### config.mk
export PLATFORM = sky130hd
export DESIGN_NAME = uart_frame_buffer
export DESIGN_NICKNAME = d
export VERILOG_FILES = /design/src/rtl/uart_frame_buffer.sv
export SDC_FILE = /design/constraint.sdc
export NUM_CORES = 1
export LEC_CHECK = 0
export ABC_AREA = 0
export CAP_MARGIN = 0
export CELL_PAD_IN_SITES_DETAIL_PLACEMENT = 2
export CELL_PAD_IN_SITES_GLOBAL_PLACEMENT = 2
export CORE_ASPECT_RATIO = 0.9
export CORE_UTILIZATION = 43
export CTS_CLUSTER_SIZE = 40
export DETAILED_ROUTE_END_ITERATION = 8
export GPL_TIMING_DRIVEN = 0
export PLACE_DENSITY = 0.88
export SYNTH_ARGS = -nofsm -noshare
export SYNTH_HDL_FRONTEND = slang
export SYNTH_SLANG_ARGS = --single-unit
### constraint.sdc
create_clock -name clk -period 3.65 [get_ports clk]
set_clock_uncertainty 0.05 [all_clocks]
set_input_delay 1.095 -clock clk [delete_from_list [all_inputs] [get_ports clk]]
set_output_delay 1.095 -clock clk [all_outputs]
set_load 0.05 [all_outputs]
### src/rtl/uart_frame_buffer.sv
// uart_frame_buffer: ping-pong receive frame buffer between a UART receiver
// and a consumer. Two banks of DEPTH words alternate: one fills while the
// oldest completed frame is exposed for random-access reads until acked.
// Optional feature macro: RBUF_TIMEOUT_EN closes a partial frame after
// TIMEOUT_CYCLES idle cycles.
module uart_frame_buffer #(
    parameter int WIDTH = 8,
    parameter int DEPTH = 6
`ifdef RBUF_TIMEOUT_EN
    ,
    parameter int TIMEOUT_CYCLES = 1000
`endif
) (
    input  logic                     clk,
    input  logic                     reset,
    input  logic                     wr,
    input  logic [WIDTH-1:0]         w_data,
    input  logic [$clog2(DEPTH)-1:0] address,
    input  logic                     ack,
    output logic [WIDTH-1:0]         r_data,
    output logic                     frame_ready,
    output logic [$clog2(DEPTH):0]   frame_len,
    output logic [$clog2(DEPTH):0]   fill_level,
    output logic                     overflow
);
    localparam int AW = $clog2(DEPTH);
    localparam logic [AW-1:0] LAST_PTR = AW'(DEPTH - 1);
    localparam logic [AW:0]   FULL_LEN = (AW + 1)'(DEPTH);

    logic [WIDTH-1:0] mem_r [2][DEPTH];
    logic             wbank_r;
    logic             rbank_r;
    logic [AW-1:0]    w_ptr_r;
    logic [1:0]       nfull_r;
    logic [AW:0]      len_r [2];
    logic             overflow_r;

    logic             ack_eff_s;
    logic             accept_s;
    logic             drop_s;
    logic             wr_close_s;
    logic             to_close_s;
    logic             close_s;
    logic [AW:0]      close_len_s;

    // Acceptance: an ack frees its bank first, so a write arriving with it
    // lands in the freed bank instead of being dropped.
    always_comb begin
        ack_eff_s   = ack && (nfull_r != 2'd0);
        accept_s    = wr && ((nfull_r != 2'd2) || ack_eff_s);
        drop_s      = wr && !accept_s;
        wr_close_s  = accept_s && (w_ptr_r == LAST_PTR);
        close_s     = wr_close_s || to_close_s;
        if (wr_close_s) begin
            close_len_s = FULL_LEN;
        end else begin
            close_len_s = {1'b0, w_ptr_r};
        end
    end

`ifdef RBUF_TIMEOUT_EN
    localparam int CW = $clog2(TIMEOUT_CYCLES + 1);
    localparam logic [CW-1:0] IDLE_LAST = CW'(TIMEOUT_CYCLES - 1);

    logic [CW-1:0] idle_cnt_r;

    // Timeout fires only on a non-empty partial frame while a bank is free.
    always_comb begin
        to_close_s = !wr && (w_ptr_r != {AW{1'b0}}) && (nfull_r != 2'd2)
                     && (idle_cnt_r == IDLE_LAST);
    end

    // Idle counter: cleared by any write or an empty partial frame, held while both banks are full.
    always_ff @(posedge clk) begin
        if (reset) begin
            idle_cnt_r <= {CW{1'b0}};
        end else if (wr || (w_ptr_r == {AW{1'b0}}) || to_close_s) begin
            idle_cnt_r <= {CW{1'b0}};
        end else if (nfull_r == 2'd2) begin
            idle_cnt_r <= idle_cnt_r;
        end else begin
            idle_cnt_r <= idle_cnt_r + CW'(1);
        end
    end
`else
    // Without the timeout feature frames close only when DEPTH words arrive.
    always_comb begin
        to_close_s = 1'b0;
    end
`endif

    // Bank storage; contents survive reset because reads are gated by frame state.
    always_ff @(posedge clk) begin
        if (!reset && accept_s) begin
            mem_r[wbank_r][w_ptr_r] <= w_data;
        end
    end

    // Control state: write pointer, bank selects, full-bank count, lengths, overflow flag.
    always_ff @(posedge clk) begin
        if (reset) begin
            wbank_r    <= 1'b0;
            rbank_r    <= 1'b0;
            w_ptr_r    <= {AW{1'b0}};
            nfull_r    <= 2'd0;
            overflow_r <= 1'b0;
            len_r[0]   <= {(AW + 1){1'b0}};
            len_r[1]   <= {(AW + 1){1'b0}};
        end else begin
            if (close_s) begin
                w_ptr_r        <= {AW{1'b0}};
                len_r[wbank_r] <= close_len_s;
                wbank_r        <= ~wbank_r;
            end else if (accept_s) begin
                w_ptr_r <= w_ptr_r + AW'(1);
            end
            if (ack_eff_s) begin
                rbank_r <= ~rbank_r;
            end
            nfull_r <= nfull_r + {1'b0, close_s} - {1'b0, ack_eff_s};
            if (ack_eff_s) begin
                overflow_r <= 1'b0;
            end else if (drop_s) begin
                overflow_r <= 1'b1;
            end
        end
    end

    // Read side: expose the oldest completed frame, zero outside its valid words.
    always_comb begin
        frame_ready = (nfull_r != 2'd0);
        fill_level  = {1'b0, w_ptr_r};
        overflow    = overflow_r;
        if (frame_ready) begin
            frame_len = len_r[rbank_r];
        end else begin
            frame_len = {(AW + 1){1'b0}};
        end
        if (frame_ready && ({1'b0, address} < frame_len)) begin
            r_data = mem_r[rbank_r][address];
        end else begin
            r_data = {WIDTH{1'b0}};
        end
    end

endmodule

== Yosys cells after proc, flatten, opt, wreduce, memory -nomap -nowiden ==
Memories as Yosys holds them, arrays and structs flattened. A register that Yosys moved wholly into a read port is not among the register bits.
Cells that the tools add are included.
Cells by class
  $add $sub $neg: 3
  multipliers: 0
  div/mod/pow operators: 0
  order comparisons: 4
  eq/ne operators: 2
  shifts and indexed selects: 0
  multiplexer cells: 22
  bitwise gates (word level): 4
  reductions and logical operators: 14
Operator list (count)
  $mux 48: 1
  $mux 8: 4
  $bmux 8 s3: 1
  $demux 8 s3: 1
  $mux 1: 12
  $ge 4x4->1 const B: 2
  $not 3->4: 2
  $logic_and 1x1->1: 7
  $mux 3: 2
  $lt 3x4->1: 1
  $lt 4x1->1 const B: 1
  $mux 4: 1
  $reduce_or 2->1: 2
  $add 3x1->3 const B: 1
  $eq 3x3->1 const B: 1
  $reduce_or 3->1: 1
  $add 2x1->2: 1
  $logic_not 1->1: 2
  $ne 2x2->1 const B: 1
  $not 1->1: 2
  $reduce_bool 2->1: 1
  $sub 2x1->2: 1
  $logic_or 1x1->1: 1
Storage, ports and cells
  register bits after elaboration: 8
  bits in latches: 0
  memory bits (writable): 102
  bits in read-only memories: 0
  input port bits: 15
  output and inout bits: 18
  memories: 2
Memory list
  mem_r: words 2, width 48, read ports 1, clocked after Yosys merged registers in 1, wr ports 1, line 30  | logic [WIDTH-1:0] mem_r [2][DEPTH];
  len_r: words 2, width 3, read ports 1, clocked after Yosys merged registers in 1, wr ports 2, line 35  | logic [AW:0] len_r [2];

== Longest topological paths before layout ==
Gate-level depths: netlist of the first run.
  depth after elaboration: 10
  gate-level depth with buffers: 11
  mapped depth without buffers: 10

== Worst setup path before layout of the first run ==
Ideal clock, no wire load.
  path kind: input port to output port
  start point: in address[2]
  end point: out r_data[0]
  arrival time: 2.847 ns
  data required time: 2.505 ns
  slack: -0.342 ns
  stages on the path: 5
  path through: clkbuf_1 or3b_1 buf_1 o22a_1 a21oi_1
Between the ends
  longest elaborated chain between the ends: 5
Ends and longest elaborated chain
  start, declared: line 18  | input logic [$clog2(DEPTH)-1:0] address,
  $not 3->4 (not written as such): line 140  | r_data = mem_r[rbank_r][address];
  $bmux 8 s3: line 140
  $mux 8 (not written as such) (2 in series): line 140
  $mux 8 *: line 139  | if (frame_ready && ({1'b0, address} < frame_len)) begin
  end, declared: line 20  | output logic [WIDTH-1:0] r_data,
Mark *: on every way between the ends. The rest lies on a longest branch, timed or not. The select of a mux whose other input is x is not followed.

== Final worst setup path of the first run ==
  start point: in address[1]
  end point: out r_data[7]
Same word-level chain as after synthesis.

==> results_dict.tcl, run 1 <==
set metrics [dict create \
    status "finished, violations left" \
    violations "setup timing" \
    core_um2 10300 \
    final-hold-violation-count 0 \
    grt_setup_unrepaired "true" \
    synth_area_per_cell_um2 16.2 \
    synth_edf_count 102 \
    crit_family "compound AO/OA/AOI/OAI gates" \
    crit_arrival_ps 2520 \
    place_congestion 0.742 \
    leakage_uw 0.00189 \
    antenna_found_initial 0 \
    synth_top_area_share_pct 67.1 \
    ys_seq_area_share_pct 71.1 \
    synthCells 282 \
    grt_usage_pct 26.0 \
    clock-sinks 111 \
    reg2reg_from "wbank_r" \
    criticalPathCategory "in -> out" \
    cts_hold_buf 0 \
    worst_pin_slew_ps 1030 \
    cts_tree "yes" \
    fmax_mhz 273 \
    nets 354 \
    worst_hold_path_type "reg -> reg" \
    drive_above_1_share_pct 26.3 \
    clockRootBuffer "clkbuf_16" \
    clk_latency_ps 350 \
    crit_path_end_kind "primary output" \
    timing.final.crit_share_pct 100 \
    synth-seq-cells 111 \
    critPathMaxFanout 8 \
    drv_slew 0 \
    cp.buffers_inverters 3 \
    cp.depth 7 \
    netlist-cell-type-count 37 \
    drc 0 \
    crit_required_ps 2500 \
    die-area_um2 11000 \
    reg2regPathDepth 4 \
    via_per_inst 5.90 \
    synthToLayoutAreaGrowth_pct 24.2 \
    min_to "overflow" \
    hold_ws_ps 500 \
    dominantRegCellSynth "edfxtp_1" \
    min_period_ps 3670 \
    start_util_pct 44.3 \
    synth_largest_area_cell "edfxtp_1" \
    drt_iter0_markers 203 \
    yosys_warnings 0 \
    die_x_um 111 \
    min_path_cells 2 \
    synthTopCellsByArea "edfxtp_1, mux2i_1, dfxtp_1" \
    reg2reg_slack_ps 860 \
    ioPinCount 33 \
    fin_ws_ps -18.1 \
    design_area_um2 5670 \
    place_area_um2 5160 \
    port_buffers 28 \
    place_hpwl_mm 8.78 \
    drt-pass1-iter-count 4 \
    ant_nets 0 \
    avgRoutedWirePerCell_um 28.9 \
    slew_headroom_pct 30.5 \
    setup_viol 1 \
    r2r-end "mem_r[1][19]" \
    p_per_area_nw_per_um2 507 \
    async_reset_ff_share_pct 0 \
    grt_pass1_vias 3039 \
    rows 35 \
    fp.dieH_um 99.7 \
    crit_chain "buf_2 -> clkbuf_8 -> and2_4 -> a221oi_1 -> o21ai_2 -> a21oi_4 -> buf_6" \
    overflow 0 \
    clk_path_buf_depth 2 \
    cts_htree_levels 3 \
    startpoint_type "input port" \
    syn_area_um2 4560 \
    slowest_delay_ps 390 \
    grt_max_degree 19 \
    antenna_cells 0 \
    slowest_stage "a221oi_1" \
    irDropWorstVdd_uv 300 \
    grt_pass1_wl_mm 20.2 \
    numCtsBuffers 9 \
    min_from "overflow" \
    vias 2755 \
    routed_wl_mm 13.5 \
    drv_cap 0 \
    cts.clk_slew.worst_paths_ps 70 \
]
worst reg2reg max path: stages (launching register included):
cell and delay, ps:
dfxtp_1 320, clkbuf_1 520, inv_1 360, or3_1 490, nor2_1 680
metal layers:
metal	up-vias	GRT usage, %	routed length [µm]
met5	-	0	0
met4	0	9.85	384
met3	27	4.20	495
met2	87	46.1	7010
met1	1450	32.4	5590
li1	1191	-	-
kinds of logic after synthesis:
| kind of cell | share of synthesized area [%] |
|---|---|
| AND/OR/NAND/NOR | 5.51 |
| XOR/XNOR | 0.960 |
| flip-flops | 71.1 |
| buffers and inverters | 2.82 |
| AO/OA/AOI/OAI | 6.22 |
| other | 0.0822 |
| adder cells (fa/ha/maj) | 1.65 |
| multiplexers | 11.7 |
layout by cell type, fill, tap and decap left out, types with 5 or more instances in the layout:
cell,synthesis,layout
a21oi_4,0,8
buf_4,4,13
buf_6,1,9
clkbuf_16,0,9
clkdlybuf4s50_1,0,18
dfxtp_1,9,8
edfxtp_1,102,102
ha_1,6,6
inv_1,8,8
mux2i_1,33,33
mux4_2,8,8
nor2_1,18,18
nor3_1,7,7
o21ai_2,0,5
o22a_1,8,8
power breakdown:
group	leakage, µW	switching, µW	internal [µW]	total [µW]
clock	0.000152	465	603	1070
combinational	0.000735	231	144	375
sequential	0.00100	18.3	1410	1430
total	0.00189	714	2160	2870
what timing repair did:
item | in CTS | in global routing
pin swaps | 8 | 0
setup buffers | 8 | 0
resized for setup | 103 | 3
endpoints found under the setup margin | 10 | 6
gates cloned | 1 | 0
metrics by stage:
stage	instances	util, %	setup TNS [ps]	total power [µW]	worst slack (ps)
final	467	55.1	-18.1	2870	-18.1
after global routing	467	55.1	-150	2940	-90.7
after CTS	467	55.0	0	2880	16.6
after detailed placement	445	50.1	-12330	1780	-1570
after global placement	442	49.7	-15710	1750	-1400
after floorplan	285	-	0	1660	58.3
worst max path at each step:
stage                          start         to  slack, ps
after floorplan           address[2]  r_data[0]         60
after global placement    address[1]  r_data[6]      -1400
after detailed placement  address[1]  r_data[5]      -1570
after CTS                 address[0]  r_data[6]         20
after global routing      address[1]  r_data[6]        -90
final                     address[1]  r_data[7]        -20
Yosys cell counts (4+ instances only):
master    number
edfxtp_1     102
mux2i_1       33
nor2_1        18
o21ai_0       11
a21oi_1        9
dfxtp_1        9
a221oi_1       8
inv_1          8
mux4_2         8
o22a_1         8
nor3_1         7
clkbuf_1       6
ha_1           6
buf_1          4
buf_4          4
nand2_1        4
area by class of cell:
| type | count | area [µm²] |
|---|---|---|
| well taps | 129 | 161 |
| flip-flops and latches | 111 | 3250 |
| multi-input cells | 147 | 1390 |
| fillers | 872 | 4620 |
| inverters | 9 | 35.0 |
| plain buffers | 15 | 131 |
| clock buffers | 9 | 225 |
| clock inverters | 7 | 97.6 |
| repair buffers | 40 | 383 |
flip-flops by register name, summed over array words and instances, names as in the netlist, named ones only:
name and count:
rbank_r 1, mem_r 96, nfull_r 2, overflow 1
wbank_r 1, len_r 6, w_ptr_r 3
(Power assumes the default switching activity.)
==> run 2: changes to the inputs <==
--- a/config.mk
+++ b/config.mk
@@ -14,7 +14,7 @@
 export CTS_CLUSTER_SIZE = 40
 export DETAILED_ROUTE_END_ITERATION = 8
 export GPL_TIMING_DRIVEN = 0
-export PLACE_DENSITY = 0.88
+export PLACE_DENSITY_LB_ADDON = 0.2
 export SYNTH_ARGS = -nofsm -noshare
 export SYNTH_HDL_FRONTEND = slang
 export SYNTH_SLANG_ARGS = --single-unit
==> run 2 against run 1 <==
  * Clock power down 4%
  * Cell count rose by 0.43%
  * Wire length shrank 2.4%
  * Design area rose by 1.8%
  * Sequential power barely moved
  * The flow now finishes without violations
  * Die area did not move
  * Worst hold slack got worse by 21 ps
  * Critical endpoint unchanged
  * Setup slack better by 45 ps
  * Clock-buffer cell count grew 1
  * Global-route usage fell by 0.13 points
  * Sequential cell count did not move
  * Total power is 0.75% lower
==> results_dict.tcl, run 2 (synthesis gave the netlist of run 1 again) <==
set metrics [dict create \
    startpoint_type "input port" \
    grt_pass1_wl_mm 19.9 \
    crit_path_end_kind "primary output" \
    grt_setup_unrepaired "true" \
    irDropWorstVdd_uv 502 \
    p_int_uw 2110 \
    synthToLayoutAreaGrowth_pct 26.5 \
    fp.dieH_um 99.7 \
    setup_viol 0 \
    worst_pin_slew_ps 917 \
    routed_wl_mm 13.2 \
    fmax_mhz 276 \
    drive_above_1_share_pct 28.2 \
    min_period_ps 3620 \
    start_util_pct 44.3 \
    rows 35 \
    final-hold-violation-count 0 \
    timing.final.crit_share_pct 99.3 \
    reg_top3 "mem_r: 96 flops, len_r: 6 flops, w_ptr_r: 3 flops" \
    drc 0 \
    cts_tree "yes" \
    power_uw 2850 \
    die_x_um 111 \
    drv_cap 0 \
    crit_required_ps 2500 \
    overflow 0 \
    cts_hold_buf 0 \
    seq_power_share_pct 50.0 \
    largest_register_ffs 96 \
    via_per_inst 5.70 \
    antenna_cells 0 \
    r2r-end "mem_r[1][16]" \
    die-area_um2 11000 \
    criticalPathCategory "in -> out" \
    ant_nets 0 \
    status "finished, final reports clean" \
    worst_hold_path_type "reg -> reg" \
    core_um2 10300 \
    min_path_cells 2 \
    numCtsBuffers 9 \
    reg2reg_from "wbank_r" \
    place_hpwl_mm 7.80 \
    slew_headroom_pct 38.7 \
    critPathMaxFanout 8 \
    crit_start "address[1]" \
    nets 356 \
    top_register "mem_r" \
    final_common_cell "edfxtp_1" \
    clk_path_buf_depth 2 \
    clockPowerShare_pct 36.2 \
    reg2reg_slack_ps 900 \
    hold_ws_ps 480 \
    drt_iter0_markers 154 \
    cts.clk_slew.worst_paths_ps 70 \
    drv_slew 0 \
    vias 2673 \
    port_buffers 28 \
    combPwrFrac_pct 13.8 \
    switching_share_pct 26.0 \
    p_per_area_nw_per_um2 494 \
    grt_max_degree 20 \
    clock-sinks 111 \
    drt-pass1-iter-count 4 \
    final_util_pct 56.1 \
    avgRoutedWirePerCell_um 28.0 \
    reg2regPathDepth 4 \
    cts_htree_levels 3 \
    p_sw_uw 741 \
    crit_arrival_ps 2480 \
    min_from "rbank_r" \
    place_congestion 0.699 \
    antenna_found_initial 0 \
    final_cell_mix "edfxtp_1, mux2i_1, nor2_1, clkdlybuf4s50_1, buf_4" \
    leakage_uw 0.00192 \
    clockRootBuffer "clkbuf_16" \
    clk_latency_ps 360 \
    grt_pass1_vias 3037 \
    ioPinCount 33 \
    min_to "rbank_r" \
    grt_usage_pct 25.9 \
]
==> run 2: worst max path at each step <==
stage	to	depth (start not counted)	slack, ps
final	r_data[7]	7	30
after global routing	r_data[4]	7	-6
after CTS	r_data[7]	10	10
after detailed placement	r_data[2]	8	-1810
after global placement	r_data[2]	8	-1600
after floorplan	r_data[0]	5	60
==> run 2: per-stage QoR <==
step,std cells,setup slack (ps),TNS [ps],cell area (µm²)
global route,469,-5.83,-9.78,5770
global placement,442,-1600,-17170,5110
floorplan,285,58.3,0,4670
detailed placement,446,-1810,-13060,5160
finish,469,27.4,0,5770
CTS,466,10.4,0,5690
==> run 2: worst max-delay path, stage by stage <==
cell      delay, ps
buf_2           150
clkbuf_8        160
and2_4          210
a221oi_4        390
o21ai_2         130
a21oi_4         170
buf_6           170
==> run 2: area by class of cell <==
class	count	area, µm²
Buffer	15	125
Clock buffer	10	229
Clock inverter	6	75.1
Fill cell	854	4520
Inverter	9	35.0
Multi-Input combinational cell	147	1480
Sequential cell	111	3240
Tap cell	129	161
Timing Repair Buffer	42	423
==> run 2: power by group through the flow <==
stage | Sequential [µW] | Combinational, µW | Clock, µW
after CTS | 1420 | 371 | 1030
final | 1430 | 394 | 1030
after global routing | 1430 | 414 | 1100
after floorplan | 1460 | 201 | 0
after detailed placement | 1450 | 324 | 0
after global placement | 1450 | 306 | 0
==> run 2: what timing repair did <==
| item | CTS | global route |
|---|---|---|
| endpoints found under the setup margin | 10 | 8 |
| gates resized for setup | 105 | 11 |
| pin swaps | 5 | 5 |
| buffers inserted | 7 | 3 |
==> run 2: per-layer routing <==
layer	GRT usage, %	wire, µm
met5	0	0
met4	8.82	272
met3	6.22	473
met2	44.1	6800
met1	32.8	5610
==> run 3: changes to the inputs <==
--- a/config.mk
+++ b/config.mk
@@ -11,6 +11,7 @@
 export CELL_PAD_IN_SITES_GLOBAL_PLACEMENT = 2
 export CORE_ASPECT_RATIO = 0.9
 export CORE_UTILIZATION = 43
+export CTS_CLUSTER_DIAMETER = 60
 export CTS_CLUSTER_SIZE = 40
 export DETAILED_ROUTE_END_ITERATION = 8
 export GPL_TIMING_DRIVEN = 0
==> results of run 3 <==
No change in the layout: final DEF, timing and power equal those of run 2.
